File: config.mk
export PLATFORM = sky130hd
export DESIGN_NAME = ps2_key_decoder
export DESIGN_NICKNAME = d
export VERILOG_FILES = /design/src/rtl/ps2_pkg.sv /design/src/rtl/ps2_rx.sv /design/src/rtl/ps2_key_decoder.sv
export SDC_FILE = /design/constraint.sdc
export NUM_CORES = 1
export LEC_CHECK = 0
export ABC_AREA = 0
export ABC_CLOCK_PERIOD_IN_PS = 3900
export CELL_PAD_IN_SITES_DETAIL_PLACEMENT = 0
export CELL_PAD_IN_SITES_GLOBAL_PLACEMENT = 1
export CORE_ASPECT_RATIO = 2
export CORE_UTILIZATION = 30
export CTS_CLUSTER_SIZE = 12
export DETAILED_ROUTE_END_ITERATION = 8
export HOLD_SLACK_MARGIN = 0.02
export PLACE_DENSITY_LB_ADDON = 0.3
export RECOVER_POWER = 25
export SLEW_MARGIN = 20
export SYNTH_ARGS = -nofsm -noshare
export SYNTH_HDL_FRONTEND = slang
export SYNTH_HIERARCHICAL = 1
export SYNTH_SLANG_ARGS = --single-unit
File: constraint.sdc
create_clock -name CLOCK_50 -period 3.9 [get_ports CLOCK_50]
set_input_delay 0.78 -clock CLOCK_50 [delete_from_list [all_inputs] [get_ports CLOCK_50]]
set_output_delay 0.78 -clock CLOCK_50 [all_outputs]
set_load 0.005 [all_outputs]
File: src/rtl/ps2_pkg.sv
// Shared constants, receiver state type and scan-code mapping for the PS/2 key decoder.
package ps2_pkg;

   localparam int unsigned KEY_W_BITS  = 4;
   localparam int unsigned CODE_W_BITS = 8;

   // key_press command codes
   localparam logic [KEY_W_BITS-1:0] KEY_NONE  = 4'b0000;
   localparam logic [KEY_W_BITS-1:0] KEY_A     = 4'b0001;
   localparam logic [KEY_W_BITS-1:0] KEY_D     = 4'b0010;
   localparam logic [KEY_W_BITS-1:0] KEY_S     = 4'b0011;
   localparam logic [KEY_W_BITS-1:0] KEY_W     = 4'b0100;
   localparam logic [KEY_W_BITS-1:0] KEY_SPACE = 4'b0101;

   // set-2 make codes and prefix bytes
   localparam logic [CODE_W_BITS-1:0] PS2_A     = 8'h1C;
   localparam logic [CODE_W_BITS-1:0] PS2_D     = 8'h23;
   localparam logic [CODE_W_BITS-1:0] PS2_S     = 8'h1B;
   localparam logic [CODE_W_BITS-1:0] PS2_W     = 8'h1D;
   localparam logic [CODE_W_BITS-1:0] PS2_SPACE = 8'h29;
   localparam logic [CODE_W_BITS-1:0] PS2_EXT   = 8'hE0;
   localparam logic [CODE_W_BITS-1:0] PS2_BRK   = 8'hF0;

   typedef enum logic [1:0] {
      RX_IDLE,
      RX_DATA,
      RX_PARITY,
      RX_STOP
   } rx_state_t;

   // Translate a scan code into a key command; unmapped codes give KEY_NONE.
   function automatic logic [KEY_W_BITS-1:0] key_map(input logic [CODE_W_BITS-1:0] code);
      logic [KEY_W_BITS-1:0] k;
      k = KEY_NONE;
      case (code)
         PS2_A:     k = KEY_A;
         PS2_D:     k = KEY_D;
         PS2_S:     k = KEY_S;
         PS2_W:     k = KEY_W;
         PS2_SPACE: k = KEY_SPACE;
         default:   k = KEY_NONE;
      endcase
      return k;
   endfunction

endpackage

File: src/rtl/ps2_rx.sv
// PS/2 frame receiver: pin synchronisers, falling-edge detect, frame FSM, odd-parity check and timeout.
module ps2_rx
   import ps2_pkg::*;
#(
   parameter int unsigned TIMEOUT_CYCLES = 50000
) (
   input  logic                   clk,
   input  logic                   rst_n,
   input  logic                   ps2_clk,
   input  logic                   ps2_dat,
   output logic [CODE_W_BITS-1:0] code,
   output logic                   strobe,
   output logic                   err,
   output logic [CODE_W_BITS-1:0] rx_byte_c,
   output logic                   good_c
);

   localparam int unsigned CNT_W = $clog2(TIMEOUT_CYCLES + 1);

   logic              clk_s1, clk_s2, clk_prev;
   logic              dat_s1, dat_s2;
   logic              fall;
   rx_state_t         state;
   logic [3:0]        bit_cnt;
   logic [7:0]        shift;
   logic              par_bit;
   logic [CNT_W-1:0]  tcnt;
   logic              timeout;

   // Two-flop synchronisers plus the previous-clock register for edge detection
   always_ff @(posedge clk or negedge rst_n) begin
      if (!rst_n) begin
         clk_s1   <= 1'b1;
         clk_s2   <= 1'b1;
         clk_prev <= 1'b1;
         dat_s1   <= 1'b1;
         dat_s2   <= 1'b1;
      end else begin
         clk_s1   <= ps2_clk;
         clk_s2   <= clk_s1;
         clk_prev <= clk_s2;
         dat_s1   <= ps2_dat;
         dat_s2   <= dat_s1;
      end
   end

   assign fall      = clk_prev & ~clk_s2;
   assign timeout   = (state != RX_IDLE) && !fall && (tcnt >= CNT_W'(TIMEOUT_CYCLES));
   assign rx_byte_c = shift;
   // Stop bit high and 9 bits (data + parity) with an odd number of ones
   assign good_c    = (state == RX_STOP) && fall && dat_s2 && (^{shift, par_bit});

   // Frame FSM with timeout; an edge in the same cycle as the limit takes priority
   always_ff @(posedge clk or negedge rst_n) begin
      if (!rst_n) begin
         state   <= RX_IDLE;
         bit_cnt <= 4'd0;
         shift   <= 8'd0;
         par_bit <= 1'b0;
         tcnt    <= '0;
         code    <= '0;
         strobe  <= 1'b0;
         err     <= 1'b0;
      end else begin
         strobe <= 1'b0;
         err    <= 1'b0;

         if (state == RX_IDLE || fall) begin
            tcnt <= '0;
         end else if (tcnt != CNT_W'(TIMEOUT_CYCLES)) begin
            tcnt <= tcnt + CNT_W'(1);
         end

         case (state)
            RX_IDLE: begin
               if (fall && !dat_s2) begin
                  state   <= RX_DATA;
                  bit_cnt <= 4'd0;
               end
            end
            RX_DATA: begin
               if (fall) begin
                  shift <= {dat_s2, shift[7:1]};
                  if (bit_cnt == 4'd7) begin
                     state <= RX_PARITY;
                  end
                  if (bit_cnt != 4'hF) begin
                     bit_cnt <= bit_cnt + 4'd1;
                  end
               end
            end
            RX_PARITY: begin
               if (fall) begin
                  par_bit <= dat_s2;
                  state   <= RX_STOP;
               end
            end
            RX_STOP: begin
               if (fall) begin
                  if (good_c) begin
                     code   <= shift;
                     strobe <= 1'b1;
                  end else begin
                     err <= 1'b1;
                  end
                  state <= RX_IDLE;
               end
            end
            default: state <= RX_IDLE;
         endcase

         if (timeout) begin
            state <= RX_IDLE;
            err   <= 1'b1;
            tcnt  <= '0;
         end
      end
   end

endmodule

File: src/rtl/ps2_key_decoder.sv
// PS/2 keyboard decoder: maps W/A/S/D/space make/break sequences to a held 4-bit key command.
module ps2_key_decoder
   import ps2_pkg::*;
#(
   parameter int unsigned TIMEOUT_CYCLES = 50000
) (
   input  logic                   CLOCK_50,
   input  logic                   resetn,
   input  logic                   PS2_CLK,
   input  logic                   PS2_DAT,
   output logic [KEY_W_BITS-1:0]  key_press,
   output logic                   key_valid,
   output logic [CODE_W_BITS-1:0] scan_code,
   output logic                   scan_strobe,
   output logic                   frame_err
);

   logic [CODE_W_BITS-1:0] rx_byte_c;
   logic                   good_c;
   logic [KEY_W_BITS-1:0]  mapped_c;
   logic                   ext_flag;
   logic                   brk_flag;

   ps2_rx #(
      .TIMEOUT_CYCLES(TIMEOUT_CYCLES)
   ) u_rx (
      .clk       (CLOCK_50),
      .rst_n     (resetn),
      .ps2_clk   (PS2_CLK),
      .ps2_dat   (PS2_DAT),
      .code      (scan_code),
      .strobe    (scan_strobe),
      .err       (frame_err),
      .rx_byte_c (rx_byte_c),
      .good_c    (good_c)
   );

   assign mapped_c = key_map(rx_byte_c);

   // Prefix flags and held key, updated on the same edge that publishes scan_code
   always_ff @(posedge CLOCK_50 or negedge resetn) begin
      if (!resetn) begin
         ext_flag  <= 1'b0;
         brk_flag  <= 1'b0;
         key_press <= KEY_NONE;
         key_valid <= 1'b0;
      end else begin
         key_valid <= 1'b0;
         if (good_c) begin
            if (rx_byte_c == PS2_EXT) begin
               ext_flag <= 1'b1;
            end else if (rx_byte_c == PS2_BRK) begin
               brk_flag <= 1'b1;
            end else if (ext_flag) begin
               ext_flag <= 1'b0;
               brk_flag <= 1'b0;
            end else if (brk_flag) begin
               brk_flag <= 1'b0;
               if (mapped_c != KEY_NONE && mapped_c == key_press) begin
                  key_press <= KEY_NONE;
                  key_valid <= 1'b1;
               end
            end else if (mapped_c != KEY_NONE && mapped_c != key_press) begin
               key_press <= mapped_c;
               key_valid <= 1'b1;
            end
         end
      end
   end

endmodule

==> results.cfg <==
[status]
status = finished, violations left
failed_checks = max-capacitance violations, max-slew violations

[finish]
drive_gt1_share_pct = 15.4
syn_to_final_growth_pct = 16.3
multiInputGateArea_um2 = 1300
fillers = 882
finalNonFillerCells = 360
n_antenna_cell = 0
seq_area_um2 = 1310
finalNetCount = 270
final_area_um2 = 3140

[placement]
dp_slack_ns = 1.35
place_area_um2 = 2960
place_hpwl_um = 3960
dpl.cell_count = 352
io_buffers = 17
gp_congestion = 0.731

[logic_synthesis]
synth_edf_count = 0
syn_avg_cell_area_um2 = 11.3
yosysUniqueCellTypes = 53
synthCells = 239
syn_nets = 250
synth_area_leaders = dfrtp_1, dfstp_2, mux2_2
yosysSeqAreaShare_pct = 48.5
ys_async_sr_fraction_pct = 100
synth_area_um2 = 2700
yosysTopAreaCellShare_pct = 43.6
yosysTopAreaCell = dfrtp_1
ys.flop_type = dfrtp_1
ys_ff_latch = 52
yosysWarnings = 6

[setup_path]
cp.arrival_ns = 2.72
r2r-start = u_rx/rx_byte_c[4]
crit_path_end_kind = flop
startpoint_type = flop
rr_worst_depth = 8
timing.rr.end = key_press[2]
r2r_slack_ns = 1.34
crit_end = key_press[2]
cp_max_fo = 14
crit_required_ns = 4.06
critPathLaunch = u_rx/rx_byte_c[4]
crit_type = reg2reg

[global_route]
grt_pass1_wl_um = 9340
overflow = 0
grt_max_degree = 42
antenna_found_initial = 0
grt_pass1_vias = 1876
grt_usage_pct = 12.8

[cts]
cts_buffers = 5
cts_resized = 0
hold_buffers = 0
htree_levels = 2
cts_tree = yes
clk_pin_slew_ns = 0.06
clockRootBuffer = clkbuf_16
post-cts-setup-buffer-count = 0
cts.path.max_buffers = 2
clock_insertion_delay_worst_skew_ns = 0.30
clock-sinks = 52

[floorplanning]
core_area_um2 = 8650
initial_core_util_pct = 31.2
rows = 48
chipWidth_um = 69.1
pin_count = 19
chipHeight_um = 136
dieArea_um2 = 9400

[power]
p_leak_uw = 0.00138
p_per_area_nw_per_um2 = 620
total_power_uw = 1950
peakVddDrop_mv = 0.258

[timing]
max_freq_mhz = 391
max-slew-margin-rel_pct = -48.0
worst_pin_slew_ns = 2.22
skew_ns = 0.0107
hold_viol_final = 0
fin_crit_sh_pct = 65.7
maxSlewViolCount = 42
fin_ws_ns = 1.34
tns_ns = 0
setup_violations = 0
period_needed_ns = 2.56
rsz0062_at_grt = false

[detailed_routing]
drc_errors = 0
vias_per_cell = 5.00
avgRoutedWirePerCell_um = 15.1
drt_iter0_markers = 51
drtAntennaViolNets = 0
vias = 1801
finalWirelength_um = 5440
drt_pass1_iterations = 4

[hold_path]
hold_path_class = reg2reg

[flow_run]
maxCapViolCount = 1
## through the flow
step	hold WS [ns]	utilization, %
floorplan	0.345	-
global placement	0.347	34.2
finish	0.354	36.3
global route	0.361	36.3
CTS	0.357	36.3
detailed placement	0.347	34.2
## worst min-delay path by stage
stage                     slack (ns)  cells past startpoint     endpoint   startpoint
after floorplan                 0.35                      0  u_rx/clk_s2  u_rx/clk_s1
after global placement          0.35                      0  u_rx/dat_s2  u_rx/dat_s1
after detailed placement        0.35                      0  u_rx/dat_s2  u_rx/dat_s1
after CTS                       0.36                      0  u_rx/dat_s2  u_rx/dat_s1
after global routing            0.36                      0  u_rx/dat_s2  u_rx/dat_s1
final                           0.35                      0  u_rx/dat_s2  u_rx/dat_s1
## sequential cells by signal (all words and copies together) (netlist names)
register and count:
u_rx/bit_cnt 4, ext_flag 1, u_rx/dat_s2 1, u_rx/strobe 1
brk_flag 1, u_rx/clk_s2 1, key_press 3, u_rx/err 1
u_rx/clk_prev 1, u_rx/clk_s1 1, u_rx/par_bit 1, u_rx/dat_s1 1
u_rx/tcnt 16, u_rx/state 2, u_rx/rx_byte_c 8, key_valid 1
u_rx/code 8
## per-layer routing
layer  part of all wire, %  wire, um  global-route usage, %
met5                     0         0                      0
met4                   2.2       120                   6.12
met3                   2.4       130                   2.52
met2                    57      3080                   24.0
met1                    39      2110                   13.4
## cell families (layout without fill, tap and decap cells)
| logic type | count (synthesis) | after routing | synth area share, % |
|---|---|---|---|
| compound gates | 31 | 31 | 8.44 |
| buf+inv | 17 | 38 | 3.25 |
| flops | 52 | 52 | 48.5 |
| xor+xnor | 24 | 24 | 8.86 |
| mux | 18 | 18 | 8.49 |
| fa+ha+maj | 7 | 7 | 3.25 |
| other cells | 1 | 1 | 0.139 |
| simple gates | 89 | 89 | 19.1 |
## power by group
group | switching (uW) | internal, uW | total (uW) | leakage (uW)
sequential | 177 | 651 | 827 | 0.000687
clock | 192 | 338 | 530 | 0.0000901
combinational | 258 | 330 | 588 | 0.000605
## synthesized netlist by cell type, types with 3 or more instances
library cell / instances
nand2_1: 13
mux2_2: 11
nor3b_1: 5
nand3_1: 8
o21ai_0: 7
a21oi_1: 8
nor4b_1: 3
mux2_4: 7
xor2_1: 9
xnor2_1: 12
nor2_1: 26
nand2b_1: 3
and3_1: 5
nand4_1: 7
ha_1: 7
dfstp_2: 5
nor2b_1: 5
inv_1: 11
dfrtp_1: 47
## layout make-up
type                    instances  area share [%]
clock buffers                   7            4.86
clock inverters                 1           0.957
repair buffers                 19            5.70
inverters                      11            1.32
flip-flops and latches         52            41.7
multi-input cells             170            41.5
well taps                     100            3.99
## critical path, stage by stage, from the launching register on
cell and delay (ns):
dfrtp_1 0.60, xnor2_1 0.17, xnor3_1 0.42, xnor2_1 0.17, nand4_1 0.14, inv_1 0.17
nand3b_1 0.21, nand2_1 0.11, or4b_1 0.42
## cell usage in the layout, fill, tap and decap left out, types with 3 or more instances in the layout
cell and instances:
dfrtp_1 47, nor2_1 26, clkdlybuf4s50_1 14, nand2_1 13
xnor2_1 12, inv_1 11, mux2_2 11, xor2_1 9
nand3_1 8, a21oi_1 8, o21ai_0 7, nand4_1 7
mux2_4 7, ha_1 7, nor2b_1 5, nor3b_1 5
and3_1 5, clkbuf_16 5, dfstp_2 4, nand2b_1 3
nor4b_1 3
Note: power is estimated with default switching activity, not from simulation.
==> RTL change 1 (config.mk and constraints unchanged) <==
Register the output `key_valid` once more, cleared by the reset; this adds one clock of latency there. The other outputs are not delayed to match.
--- a/src/rtl/ps2_key_decoder.sv
+++ b/src/rtl/ps2_key_decoder.sv
@@ -14,6 +14,8 @@
    output logic                   scan_strobe,
    output logic                   frame_err
 );
+
+   logic key_valid_s0;
 
    logic [CODE_W_BITS-1:0] rx_byte_c;
    logic                   good_c;
@@ -43,9 +45,9 @@
          ext_flag  <= 1'b0;
          brk_flag  <= 1'b0;
          key_press <= KEY_NONE;
-         key_valid <= 1'b0;
+         key_valid_s0 <= 1'b0;
       end else begin
-         key_valid <= 1'b0;
+         key_valid_s0 <= 1'b0;
          if (good_c) begin
             if (rx_byte_c == PS2_EXT) begin
                ext_flag <= 1'b1;
@@ -58,15 +60,23 @@
                brk_flag <= 1'b0;
                if (mapped_c != KEY_NONE && mapped_c == key_press) begin
                   key_press <= KEY_NONE;
-                  key_valid <= 1'b1;
+                  key_valid_s0 <= 1'b1;
                end
             end else if (mapped_c != KEY_NONE && mapped_c != key_press) begin
                key_press <= mapped_c;
-               key_valid <= 1'b1;
+               key_valid_s0 <= 1'b1;
             end
          end
       end
    end
 
+   always_ff @(posedge CLOCK_50 or negedge resetn) begin
+      if (!resetn) begin
+         key_valid <= '0;
+      end else begin
+         key_valid <= key_valid_s0;
+      end
+   end
+
 endmodule
 
Check against the original RTL: no difference found for any inputs over 10 cycles, from zero or initial values and one cycle with resetn low; that may be too few to reach the edited logic, so the function may still have changed.
==> RTL change 1 against the unedited design <==
- the run still ends with capacitance limit, slew limit left
- design area is 2.0% lower
- routed wire length is 1.4% lower
- worst setup slack got worse by 210 ps
- clock skew down 4.0 ps
- sequential cell count up 1
- total power is 2.9% lower
- critical endpoint is now key_press[1]$_DFFE_PN0P_
- sequential share of layout area grew 1.6 points
- largest cell class unchanged
- area after synthesis decreased by 1.8%
==> RTL change 1: results (changes against the unedited design) <==
\begin{tabular}{lr}
\hline
Metric & Value \\
\hline
\multicolumn{2}{l}{\textbf{Synth}} \\
\quad Share of the synthesized area in compound gates (AO/OA/AOI/OAI) & 7.46\% (-0.98 points) \\
\quad XOR/XNOR Fraction of Synth Area & 8.79\% (-0.073 points) \\
\quad Sequential share of the synthesized area & 50.3\% (+1.8 points) \\
\quad Synthesized netlist net count & 246 (-1.6\%) \\
\quad Mux cell area share after synthesis & 8.64\% (+0.16 points) \\
\quad Post-synth top area share & 45.3\% (+1.7 points) \\
\multicolumn{2}{l}{\textbf{Global route}} \\
\quad Wire length of the first global-routing pass & 9210 um (-1.4\%) \\
\quad M1 GR Usage & 14.6\% (+1.2 points) \\
\quad Gr usage total & 13.4\% (+0.66 points) \\
\quad Met3 Track Usage GR & 2.96\% (+0.44 points) \\
\multicolumn{2}{l}{\textbf{Finish}} \\
\quad Number of multi-input combinational cells & 165 (-2.9\%) \\
\quad Post-route non-filler standard cell count & 356 (-1.1\%) \\
\quad Sequential cell area share & 43.3\% (+1.6 points) \\
\quad Layout buffering overhead excluding clock cells & 5.82\% (+0.11 points) \\
\quad Count of filler cells inserted in the layout & 860 (-2.5\%) \\
\quad Clock buffers & 6 (-1) \\
\quad Multi-input gate area & 0.00123 mm\^{}2 (-5.2\%) \\
\quad Area fraction of clock buffers and clock inverters & 5.33\% (-0.49 points) \\
\multicolumn{2}{l}{\textbf{Power and ir drop}} \\
\quad IR drop worst, VDD & 252 uV (-2.2\%) \\
\quad Seq power & 0.826 mW (about the same) \\
\quad Power Density & 614 mW/mm\^{}2 (-1.0\%) \\
\multicolumn{2}{l}{\textbf{Run}} \\
\quad Max-cap check violation count & 1 (unchanged) \\
\multicolumn{2}{l}{\textbf{Critical path}} \\
\quad Timing endpoint of the critical path & key\_press[1]\$\_DFFE\_PN0P\_ \\
\multicolumn{2}{l}{\textbf{Placement}} \\
\quad Post-Place Cell Area & 0.00291 mm\^{}2 (-1.4\%) \\
\multicolumn{2}{l}{\textbf{Run status}} \\
\quad Status & finished, violations left \\
\quad Failing checks & capacitance limit, slew limit \\
\multicolumn{2}{l}{\textbf{STA}} \\
\quad Total count of max-transition violations in the final report & 41 (-2.4\%) \\
\quad Final Skew & 6.76 ps (-3.96 ps) \\
\quad Slew of the pin with the lowest slew margin & 2220 ps (-0.157 ps) \\
\multicolumn{2}{l}{\textbf{Detailed routing}} \\
\quad Mean number of vias per cell & 5.05 (+0.90\%) \\
\hline
\end{tabular}
[RTL change 1: cell count changes after synthesis, sizes merged, moves of 2 or more]
cell / delta
nor2b: -2
nand2b: -2
or3b: +3
o21ai: -2
nor4b: -2
nor3b: -3
[RTL change 1: layer usage]
layer  wire length, um  vias up  part of all wire [%]
met3               129        8                   2.4
met5                 0        -                     0
li1                  -      869                     -
met1              2130      902                    40
met4               129        0                   2.4
met2              2980       18                    55
[RTL change 1: worst min path at each step]
stage,from,endpoint,cells after the start
floorplan,key_valid_s0$_DFF_PN0_,key_valid$_DFF_PN0_,0
global placement,key_valid_s0$_DFF_PN0_,key_valid$_DFF_PN0_,0
detailed placement,key_valid_s0$_DFF_PN0_,key_valid$_DFF_PN0_,0
CTS,u_rx/clk_s1$_DFF_PN1_,u_rx/clk_s2$_DFF_PN1_,0
global route,u_rx/dat_s1$_DFF_PN1_,u_rx/dat_s2$_DFF_PN1_,0
finish,u_rx/dat_s1$_DFF_PN1_,u_rx/dat_s2$_DFF_PN1_,0
==> RTL change 2 (config.mk and constraints unchanged) <==
Without the edit above. `TIMEOUT_CYCLES` is set to 50000 in 2 places; all go to 25000.
--- a/src/rtl/ps2_rx.sv
+++ b/src/rtl/ps2_rx.sv
@@ -2,7 +2,7 @@
 module ps2_rx
    import ps2_pkg::*;
 #(
-   parameter int unsigned TIMEOUT_CYCLES = 50000
+   parameter int unsigned TIMEOUT_CYCLES = 25000
 ) (
    input  logic                   clk,
    input  logic                   rst_n,
--- a/src/rtl/ps2_key_decoder.sv
+++ b/src/rtl/ps2_key_decoder.sv
@@ -2,7 +2,7 @@
 module ps2_key_decoder
    import ps2_pkg::*;
 #(
-   parameter int unsigned TIMEOUT_CYCLES = 50000
+   parameter int unsigned TIMEOUT_CYCLES = 25000
 ) (
    input  logic                   CLOCK_50,
    input  logic                   resetn,
Formal check against the unedited RTL: no difference found for any inputs over 10 cycles, from zero or initial values and one cycle with resetn low; that may be too few to reach the edited logic, so the function may still have changed.
==> RTL change 2 against the unedited design <==
- largest power group unchanged
- worst hold slack improved by 1.1 ps
- area after synthesis shrank 0.51%
- routed wire length shrank 0.13%
- total power is 2.7% lower
- design area shrank 1.1%
- first-iteration DRC count up 9.8%
- worst setup slack better by 29 ps
- sequential cell count shrank 1
==> RTL change 2: results (changes against the unedited design) <==
\begin{tabular}{lr}
\hline
Metric & Value \\
\hline
\multicolumn{2}{l}{\textbf{Placement}} \\
\quad Sum of net half-perimeters after detailed placement & 4010 um (+1.1\%) \\
\quad Global placer's final weighted congestion & 0.739 (+1.1\%) \\
\multicolumn{2}{l}{\textbf{Finish}} \\
\quad Count of filler cells inserted in the layout & 903 (+2.4\%) \\
\quad Most flops, register & u\_rx/tcnt \\
\quad Sequential cell area share & 41.3\% (-0.34 points) \\
\quad Layout buffering overhead excluding clock cells & 5.77\% (+0.064 points) \\
\quad Area fraction of clock buffers and clock inverters & 5.24\% (-0.58 points) \\
\quad Share of cells above drive strength 1 & 15.0\% (-0.38 points) \\
\quad Non-clock inverter instance count of the final layout & 14 (+3) \\
\multicolumn{2}{l}{\textbf{Detailed routing}} \\
\quad Mean number of vias per cell & 4.93 (-1.4\%) \\
\quad Met2 wire len & 3000 um (-2.6\%) \\
\quad Average routed wire per standard cell & 15.1 um (-0.13\%) \\
\quad Drt initial violations & 56 (+9.8\%) \\
\quad Routed met3 length & 146 um (+12\%) \\
\multicolumn{2}{l}{\textbf{Synth}} \\
\quad Sequential share of the synthesized area & 47.8\% (-0.68 points) \\
\quad List of most frequent post-synthesis cells & 46 x sky130\_fd\_sc\_hd\_\_dfrtp\_1, 25 x sky130\_fd\_sc\_hd\_\_nor2\_1, 14 x sky130\_fd\_sc\_hd\_\_inv\_1, 14 x sky130\_fd\_sc\_hd\_\_xnor2\_1, 12 x sky130\_fd\_sc\_hd\_\_nand2\_1 \\
\quad Cell variety after synth & 56 (+5.7\%) \\
\multicolumn{2}{l}{\textbf{STA}} \\
\quad Final Skew & 4.03 ps (-6.68 ps) \\
\quad Smallest setup slack after layout & 1370 ps (+28.8 ps) \\
\quad Smallest hold slack & 356 ps (+1.15 ps) \\
\multicolumn{2}{l}{\textbf{CTS}} \\
\quad Clock tree sinks & 51 (-1.9\%) \\
\multicolumn{2}{l}{\textbf{Global route}} \\
\quad Wire length of the first global-routing pass & 9170 um (-1.8\%) \\
\quad Pin count of the biggest net entering global routing & 30 (-29\%) \\
\multicolumn{2}{l}{\textbf{Power and ir drop}} \\
\quad IR drop worst, VDD & 317 uV (+23\%) \\
\multicolumn{2}{l}{\textbf{Critical path}} \\
\quad Arrival time at the worst endpoint & 2700 ps (-20 ps) \\
\multicolumn{2}{l}{\textbf{Run status}} \\
\quad Status & finished, final reports clean \\
\hline
\end{tabular}
-- RTL change 2: cell count changes after synthesis, sizes merged, moves of 2 or more --
cell	before	now
inv	11	14
xor2	10	7
xnor2	13	15
nor2b	5	3
nor3	0	3
-- RTL change 2: cells by family (layout without fill, tap and decap cells) --
logic type,after synthesis,in the layout,synth area share [%]
other,1,1,0.140
xor gates and xnor gates,23,23,8.58
and+or+nand+nor,87,87,19.0
muxes,18,18,8.53
buffers and inverters,20,41,3.73
adders and majority gates,7,7,3.26
AOI/OAI and AO/OA,32,32,8.95
DFF,51,51,47.8
-- RTL change 2: report_power, final --
| group | total, mW | switching, mW | internal (mW) | leakage (nW) |
|---|---|---|---|---|
| Combinational | 0.588 | 0.257 | 0.331 | 0.606 |
| Sequential | 0.815 | 0.174 | 0.641 | 0.673 |
| Clock | 0.490 | 0.187 | 0.304 | 0.0781 |
| Total | 1.89 | 0.619 | 1.27 | 1.36 |
-- RTL change 2: metal layers --
metal / vias to the layer above / GRT usage [%]
met4: 0 / 6.58
met1: 869 / 14.1
met5: - / 0
met3: 7 / 2.78
met2: 21 / 24.2
li1: 879 / -
-- RTL change 2: critical path: stages, from the launching register on --
cell	delay, ps
sky130_fd_sc_hd__dfrtp_1	600
sky130_fd_sc_hd__xnor2_1	180
sky130_fd_sc_hd__xnor3_1	430
sky130_fd_sc_hd__xnor2_1	150
sky130_fd_sc_hd__nand4_1	120
sky130_fd_sc_hd__inv_1	180
sky130_fd_sc_hd__nand3b_1	220
sky130_fd_sc_hd__nand2_1	110
sky130_fd_sc_hd__or4b_1	420
-- RTL change 2: through the flow --
step                std cells  utilization (%)  instance area, um^2
detailed placement        352             34.0                 2940
global placement          352             34.0                 2940
floorplan                 239                -                 2680
global route              360             35.9                 3100
CTS                       360             35.9                 3100
finish                    360             35.9                 3100
